[src/rtl/debounce_pkg.sv]
// ---------------------------------------------------------------------------
// debounce_pkg
// Shared definitions for the multi-channel debouncer:
//   db_state_e : per-channel FSM state type (ZERO, WAIT1, ONE, WAIT0)
//   clog2      : counter width helper, never returns less than 1
// ---------------------------------------------------------------------------
package debounce_pkg;

  typedef enum logic [1:0] {
    ZERO  = 2'b00,
    WAIT1 = 2'b01,
    ONE   = 2'b10,
    WAIT0 = 2'b11
  } db_state_e;

  // Bits needed to hold values 0 .. value-1; a width of 0 is bumped to 1 so
  // a counter for value==1 is still a legal vector.
  function automatic int clog2(input longint unsigned value);
    int w;
    w = 0;
    while ((64'd1 << w) < value) w++;
    return (w < 1) ? 1 : w;
  endfunction

endpackage

[src/rtl/debounce_multi_if.sv]
// ---------------------------------------------------------------------------
// debounce_multi_if
// Bundle between board pins and the debouncer.
//   btn       : raw asynchronous inputs, bit i is channel i
//   db_level  : debounced level per channel
//   rise_tick : one-cycle pulse on accepted press
//   fall_tick : one-cycle pulse on accepted release
//   hold_tick : one-cycle long-press pulse (only with DEBOUNCE_HOLD_EN)
// Modports: master drives btn and observes the outputs; slave is the debouncer.
// ---------------------------------------------------------------------------
interface debounce_multi_if #(
  parameter int CHANNELS = 4
);
  logic [CHANNELS-1:0] btn;
  logic [CHANNELS-1:0] db_level;
  logic [CHANNELS-1:0] rise_tick;
  logic [CHANNELS-1:0] fall_tick;
`ifdef DEBOUNCE_HOLD_EN
  logic [CHANNELS-1:0] hold_tick;

  modport master (output btn, input db_level, input rise_tick, input fall_tick,
                  input hold_tick);
  modport slave  (input btn, output db_level, output rise_tick, output fall_tick,
                  output hold_tick);
`else
  modport master (output btn, input db_level, input rise_tick, input fall_tick);
  modport slave  (input btn, output db_level, output rise_tick, output fall_tick);
`endif
endinterface

[src/rtl/debounce_channel.sv]
// ---------------------------------------------------------------------------
// debounce_channel
// One debounced input: synchroniser, four-state qualify FSM with down-counter,
// registered level, press/release ticks and (with DEBOUNCE_HOLD_EN) a
// saturating long-press counter with its tick.
// Ports:
//   clk_100MHz : system clock
//   reset      : synchronous, active-high
//   btn        : raw asynchronous input
//   db_level   : debounced level (registered)
//   rise_tick  : one cycle, first cycle db_level reads 1
//   fall_tick  : one cycle, first cycle db_level reads 0
//   hold_tick  : one cycle on the HOLD_COUNT-th high cycle (DEBOUNCE_HOLD_EN)
// ---------------------------------------------------------------------------
module debounce_channel
  import debounce_pkg::*;
#(
  parameter int DB_COUNT    = 4_000_000,
  parameter int SYNC_STAGES = 2,
  parameter int HOLD_COUNT  = 100_000_000
) (
  input  logic clk_100MHz,
  input  logic reset,
  input  logic btn,
  output logic db_level,
  output logic rise_tick,
`ifdef DEBOUNCE_HOLD_EN
  output logic hold_tick,
`endif
  output logic fall_tick
);

  localparam int                CNT_W    = clog2(longint'(DB_COUNT));
  localparam logic [CNT_W-1:0]  CNT_LOAD = CNT_W'(DB_COUNT - 1);

  logic [SYNC_STAGES-1:0] sync_q;
  logic                   s;
  db_state_e              state_q, state_d;
  logic [CNT_W-1:0]       cnt_q, cnt_d;
  logic                   high;
  logic                   db_level_q, rise_q, fall_q;

  // NOTE: every clocked block uses non-blocking assignments so all flops
  // sample the pre-edge values; blocking here would collapse the
  // synchroniser chain into a single stage.
  always_ff @(posedge clk_100MHz) begin
    if (reset) sync_q <= '0;
    else       sync_q <= {sync_q[SYNC_STAGES-2:0], btn};
  end

  assign s = sync_q[SYNC_STAGES-1];

  always_ff @(posedge clk_100MHz) begin
    if (reset) begin
      state_q <= ZERO;
      cnt_q   <= '0;
    end else begin
      state_q <= state_d;
      cnt_q   <= cnt_d;
    end
  end

  // NOTE: defaults first so every path assigns both outputs of this block;
  // a missing default would infer a latch.
  always_comb begin
    state_d = state_q;
    cnt_d   = cnt_q;
    unique case (state_q)
      ZERO: if (s) begin
        state_d = WAIT1;
        cnt_d   = CNT_LOAD;
      end
      WAIT1: begin
        if (!s)                state_d = ZERO;
        else if (cnt_q != '0)  cnt_d   = cnt_q - 1'b1;
        else                   state_d = ONE;
      end
      ONE: if (!s) begin
        state_d = WAIT0;
        cnt_d   = CNT_LOAD;
      end
      WAIT0: begin
        if (s)                 state_d = ONE;
        else if (cnt_q != '0)  cnt_d   = cnt_q - 1'b1;
        else                   state_d = ZERO;
      end
      default: state_d = ZERO;
    endcase
  end

  // The level lags the state by one register; ticks mark the cycle where the
  // registered level first shows its new value.
  assign high = (state_q == ONE) || (state_q == WAIT0);

  always_ff @(posedge clk_100MHz) begin
    if (reset) begin
      db_level_q <= 1'b0;
      rise_q     <= 1'b0;
      fall_q     <= 1'b0;
    end else begin
      db_level_q <= high;
      rise_q     <= high & ~db_level_q;
      fall_q     <= ~high & db_level_q;
    end
  end

  // Ticks are masked while reset is high so a tick registered just before
  // reset asserts never overlaps a reset cycle.
  assign db_level  = db_level_q;
  assign rise_tick = rise_q & ~reset;
  assign fall_tick = fall_q & ~reset;

`ifdef DEBOUNCE_HOLD_EN
  localparam int                HOLD_W   = clog2(longint'(HOLD_COUNT) + 1);
  localparam logic [HOLD_W-1:0] HOLD_MAX = HOLD_W'(HOLD_COUNT);

  logic [HOLD_W-1:0] hold_cnt_q;
  logic              hold_q;

  // Counter saturates at HOLD_MAX, so the compare against HOLD_MAX-1 can only
  // match once per press.
  always_ff @(posedge clk_100MHz) begin
    if (reset || !db_level_q) begin
      hold_cnt_q <= '0;
      hold_q     <= 1'b0;
    end else begin
      hold_q <= (hold_cnt_q == HOLD_MAX - 1'b1);
      if (hold_cnt_q != HOLD_MAX) hold_cnt_q <= hold_cnt_q + 1'b1;
    end
  end

  assign hold_tick = hold_q & ~reset;
`endif

endmodule

[src/rtl/debounce_multi.sv]
// ---------------------------------------------------------------------------
// debounce_multi
// CHANNELS independent debouncers for buttons/switches feeding UART control.
// Optional long-press detection is built when DEBOUNCE_HOLD_EN is defined.
// Ports:
//   clk_100MHz : system clock, the only clock
//   reset      : synchronous, active-high
//   bus        : debounce_multi_if.slave (btn in; db_level, rise_tick,
//                fall_tick and optional hold_tick out)
// ---------------------------------------------------------------------------
module debounce_multi
  import debounce_pkg::*;
#(
  parameter int CHANNELS    = 4,
  parameter int DB_COUNT    = 4_000_000,
  parameter int SYNC_STAGES = 2,
  parameter int HOLD_COUNT  = 100_000_000
) (
  input logic             clk_100MHz,
  input logic             reset,
  debounce_multi_if.slave bus
);

  logic [CHANNELS-1:0] db_level;
  logic [CHANNELS-1:0] rise_tick;
  logic [CHANNELS-1:0] fall_tick;
`ifdef DEBOUNCE_HOLD_EN
  logic [CHANNELS-1:0] hold_tick;
`endif

  for (genvar i = 0; i < CHANNELS; i++) begin : g_ch
    debounce_channel #(
      .DB_COUNT    (DB_COUNT),
      .SYNC_STAGES (SYNC_STAGES),
      .HOLD_COUNT  (HOLD_COUNT)
    ) u_channel (
      .clk_100MHz (clk_100MHz),
      .reset      (reset),
      .btn        (bus.btn[i]),
      .db_level   (db_level[i]),
      .rise_tick  (rise_tick[i]),
`ifdef DEBOUNCE_HOLD_EN
      .hold_tick  (hold_tick[i]),
`endif
      .fall_tick  (fall_tick[i])
    );
  end

  assign bus.db_level  = db_level;
  assign bus.rise_tick = rise_tick;
  assign bus.fall_tick = fall_tick;
`ifdef DEBOUNCE_HOLD_EN
  assign bus.hold_tick = hold_tick;
`endif

endmodule

[src/flat_wrapper.sv]
// flat-port wrapper written by rule: the top's interface ports become plain ports
module debounce_multi_flat import debounce_pkg::*;
#(
  parameter int CHANNELS    = 4,
  parameter int DB_COUNT    = 4_000_000,
  parameter int SYNC_STAGES = 2,
  parameter int HOLD_COUNT  = 100_000_000
)
  (clk_100MHz, reset, bus_btn, bus_db_level, bus_rise_tick, bus_fall_tick);
  debounce_multi_if #(.CHANNELS(CHANNELS)) bus_i ();
  input logic clk_100MHz;
  input logic reset;
  input wire logic [$bits(bus_i.btn)-1:0] bus_btn;
  output wire logic [$bits(bus_i.db_level)-1:0] bus_db_level;
  output wire logic [$bits(bus_i.rise_tick)-1:0] bus_rise_tick;
  output wire logic [$bits(bus_i.fall_tick)-1:0] bus_fall_tick;
  assign bus_i.btn = bus_btn;
  assign bus_db_level = bus_i.db_level;
  assign bus_rise_tick = bus_i.rise_tick;
  assign bus_fall_tick = bus_i.fall_tick;
  debounce_multi #(.CHANNELS(CHANNELS), .DB_COUNT(DB_COUNT), .SYNC_STAGES(SYNC_STAGES), .HOLD_COUNT(HOLD_COUNT)) u_core (.clk_100MHz(clk_100MHz), .reset(reset), .bus(bus_i));
endmodule
[config.mk]
export PLATFORM = sky130hd
export DESIGN_NAME = debounce_multi_flat
export DESIGN_NICKNAME = d
export VERILOG_FILES = /design/src/rtl/debounce_pkg.sv /design/src/rtl/debounce_multi_if.sv /design/src/rtl/debounce_channel.sv /design/src/rtl/debounce_multi.sv /design/src/flat_wrapper.sv
export SDC_FILE = /design/constraint.sdc
export NUM_CORES = 1
export LEC_CHECK = 0
export CAP_MARGIN = 40
export CORE_ASPECT_RATIO = 0.9
export CORE_MARGIN = 2
export CORE_UTILIZATION = 29
export CTS_CLUSTER_DIAMETER = 80
export DETAILED_ROUTE_END_ITERATION = 16
export DONT_BUFFER_PORTS = 1
export PLACE_DENSITY = 0.4
export REMOVE_ABC_BUFFERS = 1
export SYNTH_ARGS = -nofsm -noshare
export SYNTH_HDL_FRONTEND = slang
export SYNTH_SLANG_ARGS = --single-unit
[constraint.sdc]
create_clock -name clk_100MHz -period 2.1 [get_ports clk_100MHz]
set_clock_uncertainty 0.1 [all_clocks]
set_input_delay 0.315 -clock clk_100MHz [delete_from_list [all_inputs] [get_ports clk_100MHz]]
set_output_delay 0.315 -clock clk_100MHz [all_outputs]
set_load 0.005 [all_outputs]
# Word-level counts from Yosys, hierarchy flattened
# Cells that the tools add are included.
[op_classes]
n_addsub = 4
eq_ne = 36
mux = 52
bitwise_logic = 25
reduce_logical = 20
[op_table]
columns = ["op", "count"]
rows = [
  ["2-to-1 mux 22 bit", 20],
  ["one-hot mux 22 bit (4 select lines)", 4],
  ["nonzero test 22 bit", 4],
  ["subtractor 22 x 1 -> 22 bit (second input constant)", 4],
  ["2-to-1 mux 2 bit", 24],
  ["!= test 2 bit (second input constant)", 16],
  ["one-hot mux 2 bit (4 select lines)", 4],
  ["AND reduction 4 bit", 8],
  ["!= test 3 bit (second input constant)", 8],
  ["bitwise AND 1 bit", 16],
  ["equality test 2 bit (second input constant)", 8],
  ["NOT 1 bit", 9],
  ["equality test 2 x 1 -> 1 bit (second input constant)", 4],
  ["zero test 2 bit", 4],
  ["logical OR 1 bit", 4],
]
[totals]
ff_bits = 116
inputBits = 6
output_inout_bits = 12
word_cells = 161

# Longest topological paths before layout
[depth]
depth_word = 4
ltp_mapped = 10
depth_no_buf = 7

# Modules after synthesis
# Synthesis repeated with hierarchy kept, for this count alone.
[hier_totals]
cells_unflattened = 680
area_unflattened_um2 = 5880.6
[by_module_without_submodules]
columns = ["module", "instances", "cells_per_inst", "area_each_um2", "seq_area_each_um2"]
rows = [
  ["debounce_channel", 4, 170, 1470.2, 580.6],
]

# Worst setup path before layout
# Ideal clock, no wire load.
[synth_path]
path_kind = "reg2reg"
from = "register u_core.g_ch[1].u_channel.cnt_q[0]"
to = "register u_core.g_ch[1].u_channel.cnt_q[9]"
setup_ps = 71
t_arrival_ps = 2034
required_ps = 1929
path_slack_ps = -105
path_stages_with_launch = 11
n_path_buf = 3
period_less_slack_ps = 2205
cell_sequence = "dfxtp_1 > inv_1 > ha_1 > nor3b_1 > and4_1 > clkbuf_1 > a21o_1 > buf_2 > buf_2 > o31ai_1 > a21oi_1"
[synth_between]
elab_chain_cells = 4
word_cells_on_any_way = 6
classes_between = "1 x add/sub; 4 x mux; 1 x reduce/logical"
[synth_lines]
columns = ["item", "line_no", "text"]
rows = [
  ["from (decl)", "debounce_channel.sv:39", "logic [CNT_W-1:0] cnt_q, cnt_d;"],
  ["from (signal assigned)", "debounce_channel.sv:59", "cnt_q <= cnt_d;"],
  ["subtractor 22 x 1 -> 22 bit / nonzero test 22 bit (equally long branches)", "debounce_channel.sv:75, debounce_channel.sv:84", ""],
  ["2-to-1 mux 22 bit *", "debounce_channel.sv:75, debounce_channel.sv:84", ""],
  ["2-to-1 mux 22 bit (on tied branches)", "debounce_channel.sv:83, debounce_channel.sv:74", ""],
  ["one-hot mux 22 bit (4 select lines) *", "debounce_channel.sv:68", "unique case (state_q)"],
]
# Every way passes the cells marked *; elsewhere a longest branch is shown, timed or not. The select of a mux whose other input is x is not followed.
# A chain may end at the register's enable or synchronous reset.

# Worst setup path after layout
[layout_path]
from = "register u_core.g_ch[2].u_channel.cnt_q[16]"
to = "register u_core.g_ch[2].u_channel.cnt_q[7]"
[layout_between]
elab_chain_cells = 4
word_cells_on_any_way = 5
classes_between = "4 x mux; 1 x reduce/logical"
[layout_lines]
columns = ["item", "line_no"]
rows = [
  ["from (decl)", "debounce_channel.sv:39"],
  ["from (signal assigned)", "debounce_channel.sv:59"],
  ["nonzero test 22 bit *", "debounce_channel.sv:75, debounce_channel.sv:84"],
  ["2-to-1 mux 22 bit *", "--"],
  ["2-to-1 mux 22 bit (on tied branches)", "--"],
  ["one-hot mux 22 bit (4 select lines) *", "--"],
]
# Marks and branches as above.

==> results.json <==
{
  "io_buffers": 0,
  "antenna_found_initial": 0,
  "overflow": 0,
  "violations": "negative setup slack",
  "die_h_um": 135.7,
  "cts_made_buffers": 17,
  "grt_pass1_vias": 4884,
  "finalNonFillerCells": 1001,
  "vias_per_cell": 5.153,
  "post-place-ws_ns": -0.09140,
  "cts_tree": "done",
  "period_share_pct": 100.7,
  "clk_latency_ns": 0.42,
  "outcome": "finished with violations",
  "whs_ns": 0.02110,
  "synthTopCellsByArea": "dfxtp_1 (42%), xor2_1 (5.3%), a21oi_1 (4.7%), or4_1 (3.8%), nor2_1 (3.4%)",
  "fp-row-count": 48,
  "setup-tns-final_ns": -0.02345,
  "ys_seq_area_share_pct": 41.58,
  "drt_iter0_drc": 194,
  "synth_common_cells": "dfxtp_1 (116), a21oi_1 (53), nor2_1 (50)",
  "cp_data_required_time_ns": 2.29,
  "htreeDepth": 4,
  "ys_types": 55,
  "hpwl_um": 9290,
  "multi_input_area_sq_um": 3333,
  "rsz0062_at_grt": "true",
  "root_buffer": "clkbuf_16",
  "max_freq_ghz": 0.4727,
  "ios": 18,
  "drv_cap": 0,
  "irDropWorstVdd_v": 0.0005084,
  "hold_class": "input port to flip-flop",
  "cts_buffer_depth": 2,
  "crit_path_end_kind": "flip-flop",
  "drive_above_1_share_pct": 28.36,
  "vias": 5158,
  "antennaDiodeCount": 0,
  "die_w_um": 150.3,
  "synthFlopType": "dfxtp_1",
  "critPathMaxFanout": 5,
  "grt_first_pass_wirelength_um": 24010,
  "avgSynthCellArea_sq_um": 8.796,
  "setup_viol": 2,
  "synth_top_area_share_pct": 41.58,
  "cts_sinks": 116,
  "path_class": "flip-flop to flip-flop",
  "core_sq_um": 19040,
  "slew_viol_final": 0,
  "cts.clk_slew.worst_paths_ns": 0.05,
  "synth.most_common_cell": "dfxtp_1",
  "slew-limit-headroom_pct": 59.72,
  "powerDensity_nw_per_um2": 940.1,
  "syn_area_sq_um": 5585,
  "synthArstFlopShare_pct": 0,
  "dp.cells": 931,
  "start_util_pct": 29.34,
  "synth_edf_count": 0,
  "detail-route-antenna-nets": 0,
  "yosysWarnings": 0,
  "seqCellArea_sq_um": 2336,
  "p_leak_nw": 2.934,
  "period_needed_ns": 2.116,
  "worstSetupStartpointType": "flip-flop",
  "grt_max_degree": 88,
  "drc": 0,
  "synthCells": 635,
  "dieArea_sq_um": 20390,
  "timing.final.ws_setup_ns": -0.01569,
  "final-hold-violation-count": 0,
  "worst_pin_slew_ns": 0.5999,
  "synth_seq_cells": 116,
  "synth_area_leader_cell": "dfxtp_1",
  "wl_um": 15360,
  "firstDrtPassIters": 4,
  "gp_congestion": 0.7707,
  "wire_per_inst_um": 15.34,
  "grtUsageTotal_pct": 14.80,
  "final_nets": 748,
  "fillers": 1892,
  "area_growth_pct": 38.40,
  "critPathArrivalTime_ns": 2.31
}
cell families after synthesis:
family,after synthesis,synth area share (%)
and+or+nand+nor,270,28.85
DFF,116,41.58
buffers and inverters,51,4.615
xor gates and xnor gates,45,7.056
adders and majority gates,4,0.8961
AOI/OAI and AO/OA,146,16.47
muxes,3,0.5377
final cells by class:
cell class,instances,area share (%)
Tap cell,250,4.047
Sequential cell,116,30.22
Timing Repair Buffer,120,13.09
Multi-Input combinational cell,472,43.12
Clock inverter,8,2.493
Clock buffer,24,6.491
Inverter,11,0.5342
path summary, 6_finish.rpt:
check | from | end | slack [ns] | cells after the start
min reg2reg | u_core.g_ch[2].u_channel.db_level | u_core.g_ch[2].u_channel.rise_q | 0.36 | 1
max reg2reg | u_core.g_ch[2].u_channel.cnt_q[16] | u_core.g_ch[2].u_channel.cnt_q[7] | -0.02 | 5
min | reset | u_core.g_ch[0].u_channel.rise_q | 0.02 | 2
max | u_core.g_ch[2].u_channel.cnt_q[16] | u_core.g_ch[2].u_channel.cnt_q[7] | -0.02 | 5
metrics by stage:
stage          util (%)  cell area, sq um  total power, W
6_report          40.60              7730        0.007267
5_1_grt           40.60              7730        0.007594
4_1_cts           38.55              7338        0.007110
3_5_place_dp      33.30              6340        0.003622
3_3_place_gp      33.30              6340        0.003614
2_1_floorplan         -              5369        0.003161
flip-flops by register name, summed over array words and instances (netlist names), named ones only:
register,count
u_core.g_ch.u_channel.rise_q,4
u_core.g_ch.u_channel.state_q,4
u_core.g_ch.u_channel.fall_q,4
u_core.g_ch.u_channel.db_level,4
u_core.g_ch.u_channel.sync_q,8
u_core.g_ch.u_channel.cnt_q,88
cell usage in the layout (no fill, tap or decap), types with 6 or more instances in the layout:
master / n
xnor2_1: 9
nor2b_1: 25
buf_4: 96
o211ai_1: 7
dfxtp_1: 107
o21ai_0: 21
xor2_1: 33
nor4_4: 6
dlygate4sd3_1: 18
a31oi_1: 16
o21ai_2: 6
nor3_1: 13
a21oi_1: 48
nor3b_1: 8
bufinv_16: 6
o31ai_1: 15
or3_1: 20
nor4_1: 18
dfxtp_2: 8
clkbuf_16: 17
or4_1: 17
nand2b_1: 7
nand2_1: 24
inv_1: 7
or4_4: 15
nand4_1: 7
a211oi_1: 7
nor2_1: 48
nand3_1: 19
critical path, stage by stage, from the launching register on:
cell,delay (ns)
dfxtp_1,0.31
or4_4,0.57
or4_4,0.55
o211ai_1,0.21
xor2_1,0.18
a21oi_1,0.08
where the power goes:
part	leakage (nW)	total, W	switching [W]	internal (W)
combinational	1.65	0.00142	0.000739	0.000680
sequential	0.950	0.00245	0.000119	0.00233
clock	0.337	0.00339	0.00101	0.00238
what timing repair did:
item	in CTS	in global routing
endpoints found under the hold margin	78	63
pin swaps	8	22
gates cloned	3	3
setup endpoints to repair	27	60
resized for setup	17	65
hold buffers	17	2
buffers inserted	4	9
metal layers:
| layer | up-vias | share of wire (%) | track usage (%) |
|---|---|---|---|
| met1 | 2491 | 48 | 18.93 |
| met3 | 24 | 2.8 | 4.276 |
| met2 | 68 | 47 | 23.48 |
| li1 | 2575 | - | - |
| met5 | - | 0 | 0 |
| met4 | 0 | 1.6 | 5.765 |
Power figures use the tool's default switching activity.
